## config.mk

```make
export PLATFORM = sky130hd
export DESIGN_NAME = bsg_link_channel_scheduler
export DESIGN_NICKNAME = d
export VERILOG_FILES = /design/src/rtl/bsg_link_channel_scheduler.sv
export SDC_FILE = /design/constraint.sdc
export NUM_CORES = 1
export LEC_CHECK = 0
export BUFFER_PORTS_ARGS = -buffer_cell sky130_fd_sc_hd__buf_2
export CAP_MARGIN = 5
export CORE_MARGIN = 2
export CORE_UTILIZATION = 37
export CTS_BUF_LIST = sky130_fd_sc_hd__clkbuf_8
export DETAILED_ROUTE_END_ITERATION = 16
export PLACE_DENSITY = 0.6
export SLEW_MARGIN = 20
export SYNTH_ARGS = -nofsm -noshare
export SYNTH_HDL_FRONTEND = slang
export SYNTH_SLANG_ARGS = --single-unit
```

## constraint.sdc

```tcl
create_clock -name clk_i -period 3.5 [get_ports clk_i]
set_input_delay 0.7 -clock clk_i [delete_from_list [all_inputs] [get_ports clk_i]]
set_output_delay 0.7 -clock clk_i [all_outputs]
set_load 0.02 [all_outputs]
```

## src/rtl/bsg_link_channel_scheduler.sv

```systemverilog
// Stripes one valid/ready link stream across parallel output channels, picking
// eligible (enabled, credited) channels round-robin and tracking returned credits.
module bsg_link_channel_scheduler #(
    parameter int width_p                = 9,
    parameter int channels_p             = 2,
    parameter int credit_els_p           = 16,
    parameter int lg_credit_decimation_p = 2
) (
    input  logic                                              clk_i,
    input  logic                                              reset_i,
    input  logic [channels_p-1:0]                             en_i,
    input  logic                                              v_i,
    input  logic [width_p-1:0]                                data_i,
    output logic                                              ready_o,
    output logic [channels_p-1:0]                             ch_v_o,
    output logic [channels_p*width_p-1:0]                     ch_data_o,
    input  logic [channels_p-1:0]                             ch_tkn_i,
    output logic [channels_p*$clog2(credit_els_p+1)-1:0]      credit_o,
    output logic                                              overflow_o
);

    localparam int CW       = $clog2(credit_els_p + 1);
    localparam int PW       = $clog2(channels_p);
    localparam int TKN_INT  = 1 << lg_credit_decimation_p;
    localparam int LAST_INT = channels_p - 1;

    localparam logic [CW:0]   CREDIT_MAX  = credit_els_p[CW:0];
    localparam logic [CW:0]   TKN_CREDITS = TKN_INT[CW:0];
    localparam logic [CW:0]   ONE_CREDIT  = {{CW{1'b0}}, 1'b1};
    localparam logic [PW-1:0] LAST_CH     = LAST_INT[PW-1:0];

    logic [channels_p-1:0][CW-1:0]      r_credit;
    logic [channels_p-1:0][CW-1:0]      w_credit_nxt;
    logic [channels_p-1:0][width_p-1:0] r_data;
    logic [channels_p-1:0]              r_v;
    logic [channels_p-1:0]              w_elig;
    logic [PW-1:0]                      r_ptr;
    logic [PW-1:0]                      w_sel;
    logic [PW-1:0]                      w_cand;
    logic [PW-1:0]                      w_ptr_nxt;
    logic [CW:0]                        w_sum;
    logic                               w_found;
    logic                               w_accept;
    logic                               w_ovf;
    logic                               r_ovf;

    always_comb begin
        w_elig = '0;
        for (int i = 0; i < channels_p; i++) begin
            w_elig[i] = en_i[i] && (r_credit[i] != '0);
        end
    end

    // First eligible channel at or above the pointer, wrapping around.
    always_comb begin
        w_found = 1'b0;
        w_sel   = '0;
        w_cand  = '0;
        for (int k = 0; k < channels_p; k++) begin
            w_cand = PW'((int'(r_ptr) + k) % channels_p);
            if (!w_found && w_elig[w_cand]) begin
                w_found = 1'b1;
                w_sel   = w_cand;
            end
        end
    end

    assign ready_o   = w_found & ~reset_i;
    assign w_accept  = v_i & ready_o;
    assign w_ptr_nxt = (w_sel == LAST_CH) ? '0 : w_sel + PW'(1);

    // One bit of headroom so a token on a full counter is seen as overflow.
    always_comb begin
        w_credit_nxt = '0;
        w_sum        = '0;
        w_ovf        = 1'b0;
        for (int i = 0; i < channels_p; i++) begin
            w_sum = {1'b0, r_credit[i]};
            if (w_accept && (w_sel == PW'(i))) begin
                w_sum = w_sum - ONE_CREDIT;
            end
            if (ch_tkn_i[i]) begin
                w_sum = w_sum + TKN_CREDITS;
            end
            if (w_sum > CREDIT_MAX) begin
                w_credit_nxt[i] = CREDIT_MAX[CW-1:0];
                w_ovf           = 1'b1;
            end else begin
                w_credit_nxt[i] = w_sum[CW-1:0];
            end
        end
    end

    always_ff @(posedge clk_i) begin
        if (reset_i) begin
            for (int i = 0; i < channels_p; i++) begin
                r_credit[i] <= CREDIT_MAX[CW-1:0];
            end
            r_ptr  <= '0;
            r_v    <= '0;
            r_data <= '0;
            r_ovf  <= 1'b0;
        end else begin
            r_credit <= w_credit_nxt;
            r_v      <= '0;
            if (w_ovf) begin
                r_ovf <= 1'b1;
            end
            if (w_accept) begin
                r_v[w_sel]    <= 1'b1;
                r_data[w_sel] <= data_i;
                r_ptr         <= w_ptr_nxt;
            end
        end
    end

    assign ch_v_o     = r_v;
    assign ch_data_o  = r_data;
    assign credit_o   = r_credit;
    assign overflow_o = r_ovf;

endmodule

```

==> flow_summary.ini, run 1 <==
[logic_synthesis]
synth_nets = 230
ys_seq_elements = 32
syn_area_per_cell_sq_um = 8.13
synthCells = 209
ys.flop_type = dfxtp_1
synthesis.area_sq_mm = 0.00170
synthArstFlopShare_pct = 0
yosys_warnings = 0
yosys.cell_types.count = 51
ys_seq_area_share_pct = 37.7
synth_edf_count = 0

[timing]
timing.final.crit_share_pct = 92.6
skew_ps = 6.43
rsz0062_at_grt = false
max_freq_mhz = 309
finalCriticalPeriod_ps = 3240
fin_setup_tns_ps = 0
drv_slew = 0
setup_violations = 0
setup_ws_ps = 260
relSlewSlack_pct = 67.6
tightest_slew_ps = 483
finalHoldViolations = 0

[floorplan]
dieHeight_um = 71.8
num_rows = 24
start_util_pct = 38.8
die_w_um = 71.8
ios = 48
core_region_area_sq_mm = 0.00438
die-area_sq_mm = 0.00515

[finish]
layout-drive-gt1-share_pct = 30.8
n_antenna_cell = 0
layout_common_cells = 47 x nand2_1, 47 x buf_2, 31 x dfxtp_1
final_cells = 315
area_growth_pct = 25.6
final_net_count = 283
n_fill_cell = 448

[cts]
numCtsBuffers = 5
htree_levels = 2
cts_tree = done
clock_path_buffers = 2
clk_root_buffer_cell = clkbuf_8
path_clk_slew_ps = 70
clock_latency_ps = 280
cts.sinks = 32

[place]
dp_hpwl_mm = 3.04
portBuffers = 47
pre_cts_slack_ps = 208
place.gp.congestion = 0.875
post-place-cells = 306

[routing]
route.detailed.drc = 0
antenna_left = 0
vias = 1638
viasPerCell = 5.20
drt-pass1-iter-count = 4
wire_per_inst_um = 13.1
drtIter0Drc = 113
drt_wl_total_mm = 4.13

[run]
max_cap_viol_count = 0

[critical_path]
r2r_slack_ps = 260
cp-start-kind = flip-flop
critPathCaptureType = flip-flop
required_ps = 3710
critical_path_class = reg2reg
critPathMaxFanout = 7
arrival_ps = 3450
r2r_cells = 13
r2r_start = credit_o[0]
r2r-end = credit_o[8]

[min_path]
hold_end = ch_data_o[10]
worstHoldPathCells = 2
worstHoldPathType = reg2reg
hold_start = ch_data_o[10]

[global_routing]
antenna_found_initial = 0
globalRouteOverflowTotal = 0
first_global_vias = 1563
grt_max_degree = 29
grt_pass1_wl_mm = 7.09
track_usage_pct = 17.2

[power_and_ir_drop]
vdd_drop_max_mv = 0.260
p_per_area_mw_per_mm2 = 422
p_leak_nw = 0.928

[outcome]
status = complete, no violations
==> report_power, final <==
| group | total, mW | internal, mW | switching, mW |
|---|---|---|---|
| registers | 0.399 | 0.382 | 0.0169 |
| logic | 0.213 | 0.0877 | 0.126 |
| clock network | 0.288 | 0.157 | 0.131 |
==> sequential cells by signal, summed over array words and instances, names as in the netlist <==
name	count
ch_data_o	18
r_ptr	1
credit_o	10
ch_v_o	2
overflow_o	1
==> metal layers <==
metal  up-vias  share of wire (%)  track usage [%]  routed length [um]
li1        840                  -                -                   -
met1       754                 46             22.6                1900
met2        40                 49             27.8                2010
met3         4                4.2             4.08                 172
met4         0               0.92             5.45                  38
met5         -                  0                0                   0
==> worst max-delay path by stage <==
stage                      startpoint     endpoint  slack, ps  cells after the start
after floorplan           credit_o[0]  credit_o[8]        130                     13
after global placement    credit_o[0]  credit_o[8]        330                     13
after detailed placement  credit_o[0]  credit_o[8]        210                     13
after CTS                 credit_o[0]  credit_o[8]        190                     13
after global routing      credit_o[1]  credit_o[8]         30                     13
final                     credit_o[0]  credit_o[8]        260                     13
==> what timing repair did <==
| item | in CTS | in global routing |
|---|---|---|
| setup buffers | 0 | 1 |
| setup endpoints to repair | 0 | 5 |
| hold buffers | 0 | 0 |
| resized for setup | 0 | 5 |
==> worst max-delay path: stages (launching register included) <==
cell	delay, ps
dfxtp_2	350
inv_1	80
ha_1	130
or4b_4	500
nand3b_2	140
nand4_1	190
xnor2_2	200
ha_1	320
nor2b_2	130
nand3_1	120
or4b_1	500
a31oi_2	210
o31ai_2	130
nor3_2	170
==> kinds of logic after synthesis <==
kind of cell,synth area share [%]
AND/OR/NAND/NOR,28.1
AO/OA/AOI/OAI,18.9
flip-flops,37.7
buffers and inverters,5.38
XOR/XNOR,5.67
adder cells (fa/ha/maj),3.68
multiplexers,0.589
==> area by class of cell <==
cell class	count	area [sq um]	share of cell area [%]
timing repair buffer	57	310	14.5
sequential	32	642	30.1
clock inverter	2	10.0	0.469
clock buffer	6	82.6	3.87
inverter	9	36.3	1.70
multi-input combinational	157	988	46.3
tap	52	65.1	3.05
==> synth_stat cells (2+ instances only) <==
library cell	instances	area (sq um)
nor2b_1	3	18.8
nand4_1	3	18.8
a21oi_1	22	110
nor2_1	12	45.0
xnor2_1	10	87.6
a221oi_1	3	26.3
nand3_1	5	25.0
a31oi_1	4	25.0
inv_1	8	30.0
dfxtp_1	32	641
nor3_1	6	30.0
nand2_1	47	176
o211ai_1	2	15.0
or2_2	2	12.5
clkbuf_1	6	22.5
o21ai_0	2	10.0
o31ai_1	2	15.0
ha_1	5	62.6
or3_1	2	12.5
buf_2	2	10.0
==> through the flow <==
stage	instance area, sq um	hold slack, ps	util (%)	power, mW
after global routing	2130	469	48.7	0.953
final	2130	452	48.7	0.900
after global placement	2010	440	45.9	0.614
after CTS	2100	455	48.0	0.906
after detailed placement	2010	446	45.9	0.614
after floorplan	1700	463	-	0.550
Power figures use the tool's default switching activity.
==> run 2, diff against run 1 <==
--- a/config.mk
+++ b/config.mk
@@ -5,14 +5,16 @@
 export SDC_FILE = /design/constraint.sdc
 export NUM_CORES = 1
 export LEC_CHECK = 0
+export ABC_AREA = 1
 export BUFFER_PORTS_ARGS = -buffer_cell sky130_fd_sc_hd__buf_2
 export CAP_MARGIN = 5
 export CORE_MARGIN = 2
 export CORE_UTILIZATION = 37
 export CTS_BUF_LIST = sky130_fd_sc_hd__clkbuf_8
 export DETAILED_ROUTE_END_ITERATION = 16
-export PLACE_DENSITY = 0.6
+export PLACE_DENSITY = 0.61
 export SLEW_MARGIN = 20
 export SYNTH_ARGS = -nofsm -noshare
 export SYNTH_HDL_FRONTEND = slang
 export SYNTH_SLANG_ARGS = --single-unit
+export TNS_END_PERCENT = 1
==> run 2 against run 1 <==
Against the previous run: global-route usage decreased by 1.5 points; synthesized area decreased by 3.2%; synthesized cell count increased by 9.1%; fmax increased by 14%; total power decreased by 3.7%; utilization decreased by 2.4 points; sequential power about the same; clock skew about the same; critical path depth increased by 6; final cell count increased by 4.8%; design area decreased by 6.2%; via count decreased by 6.8%; critical endpoint is now credit_o[9]; highest routed layer unchanged.
==> flow_summary.ini, run 2 <==
[floorplan]
die_w_um = 70.7
num_rows = 24
start_util_pct = 38.0
ios = 48
die-area_sq_mm = 0.00500
dieHeight_um = 70.7
core_region_area_sq_mm = 0.00432

[global_routing]
first_global_vias = 1457
globalRouteOverflowTotal = 0
track_usage_pct = 15.7
antenna_found_initial = 0
grt_pass1_wl_mm = 6.31
grt_max_degree = 28

[cts]
clock_path_buffers = 2
path_clk_slew_ps = 70
clock_latency_ps = 280
postCtsHoldBufs = 0
clk_root_buffer_cell = clkbuf_8
htree_levels = 2
cts.sinks = 32
cts_tree = done
post-cts-setup-buffers = 0
numCtsBuffers = 5
post_cts_resize_count = 0

[logic_synthesis]
synthTopCellsByArea = dfxtp_1 39%, nand2_1 10%, inv_1 7.3%
netlist.area_leader.share_pct = 38.9
ys_seq_area_share_pct = 38.9
synth_common_cells = 44 x nand2_1, 32 x dfxtp_1, 32 x inv_1
synth_most_common_cell = nand2_1
synth_edf_count = 0
synthArstFlopShare_pct = 0
yosys.cell_types.count = 29
yosys_warnings = 0
yosysTopAreaCell = dfxtp_1
ys_seq_elements = 32
synth_nets = 249
syn_area_per_cell_sq_um = 7.22
synthCells = 228
synthesis.area_sq_mm = 0.00165
ys.flop_type = dfxtp_1

[power_and_ir_drop]
clkPwrFrac_pct = 32.5
internal_power_uw = 587
seq_power_share_pct = 45.8
power.share.combinational_pct = 21.7
switching_power_uw = 281
p_leak_nw = 1.07
vdd_drop_max_mv = 0.241
p_per_area_mw_per_mm2 = 433
swShare_pct = 32.4

[routing]
antenna_left = 0
drt_wl_total_mm = 3.61
viasPerCell = 4.62
vias = 1526
route.detailed.drc = 0
drt-pass1-iter-count = 4
wire_per_inst_um = 10.9
drtIter0Drc = 54

[finish]
area_growth_pct = 21.7
final_common_cell = buf_2
layout-drive-gt1-share_pct = 26.6
n_fill_cell = 466
layout_common_cells = 47 x buf_2, 44 x nand2_1, 32 x inv_1, 32 x dfxtp_1, 30 x nor2_1
n_antenna_cell = 0
largest_register_ff_count = 18
final_net_count = 298

[timing]
skew_ps = 6.74
relSlewSlack_pct = 68.4
finalHoldViolations = 0
max_freq_mhz = 351
drv_slew = 0
setup_violations = 0
timing.final.crit_share_pct = 81.5
tightest_slew_ps = 473
fin_setup_tns_ps = 0
hold_ws_ps = 489
rsz0062_at_grt = false
finalCriticalPeriod_ps = 2850

[place]
place.gp.congestion = 0.829
dp_hpwl_mm = 2.72
portBuffers = 47

[outcome]
status = complete, no violations

[critical_path]
arrival_ps = 3020
required_ps = 3670
cp-start-kind = flip-flop
critPathMaxFanout = 27
critical_path_class = reg2reg
critPathCaptureType = flip-flop

[run]
max_cap_viol_count = 0

[min_path]
worstHoldPathType = reg2reg
==> run 2: area by class of cell <==
class	count	area, sq um	area share, %
Timing Repair Buffer	48	243	12.1
Multi-Input combinational cell	155	836	41.7
Clock buffer	5	68.8	3.44
Clock inverter	3	18.8	0.937
Sequential cell	32	641	32.0
Inverter	35	131	6.56
Tap cell	52	65.1	3.25
==> run 2: logic make-up (layout without fill, tap and decap cells) <==
group                    count (synthesis)  after routing  synth area share, %
buffers and inverters                   41             91                 10.3
AO/OA/AOI/OAI                           43             43                 14.6
adder cells (fa/ha/maj)                  5              5                 3.80
AND/OR/NAND/NOR                        100            100                 28.7
XOR/XNOR                                 7              7                 3.73
flip-flops                              32             32                 38.9
==> run 2: power by group through the flow <==
stage / Clock (mW) / Sequential [mW] / Combinational, mW
final: 0.282 / 0.397 / 0.189
after floorplan: 0 / 0.427 / 0.116
after CTS: 0.290 / 0.397 / 0.191
after global routing: 0.304 / 0.400 / 0.215
after detailed placement: 0 / 0.405 / 0.190
after global placement: 0 / 0.405 / 0.189
==> run 2: routing by layer <==
layer / track usage (%) / share of wire (%) / up-vias / routed length (um)
li1: - / - / 818 / -
met1: 18.8 / 45 / 674 / 1640
met2: 27.3 / 49 / 28 / 1770
met3: 3.99 / 4.3 / 6 / 156
met4: 5.03 / 1.1 / 0 / 38
met5: 0 / 0 / - / 0
==> run 2: worst max-delay path, cell delays in order, from the launching register on <==
cell      delay, ps
dfxtp_1         360
inv_1           100
ha_1            200
inv_1            50
nor2_1           50
nand2_1          60
nand2_1          60
nand2_2         100
nand3_4         130
nor2_8          320
o21ai_1         120
nand2_1         120
inv_2            50
ha_1            260
nor2_1           90
o21bai_1        130
nand3_1         120
nand2_2          90
nand3_2         110
or2_1           220
==> run 2: final timing paths <==
path	start	end	cells after the start	slack, ps
hold reg to reg	r_ptr	r_ptr	2	490
setup / recovery	credit_o[5]	credit_o[9]	19	650
hold / removal	r_ptr	r_ptr	2	490
setup reg to reg	credit_o[5]	credit_o[9]	19	650
==> run 2: through the flow <==
stage          utilization [%]  area (sq um)  std cells  worst slack [ps]  total power [mW]
4_1_cts                   46.3          2000        330               616             0.878
6_report                  46.3          2000        330               647             0.867
3_3_place_gp              44.3          1920        322               704             0.594
2_1_floorplan                -          1650        228               851             0.543
3_5_place_dp              44.3          1920        322               597             0.595
5_1_grt                   46.3          2000        330               304             0.919
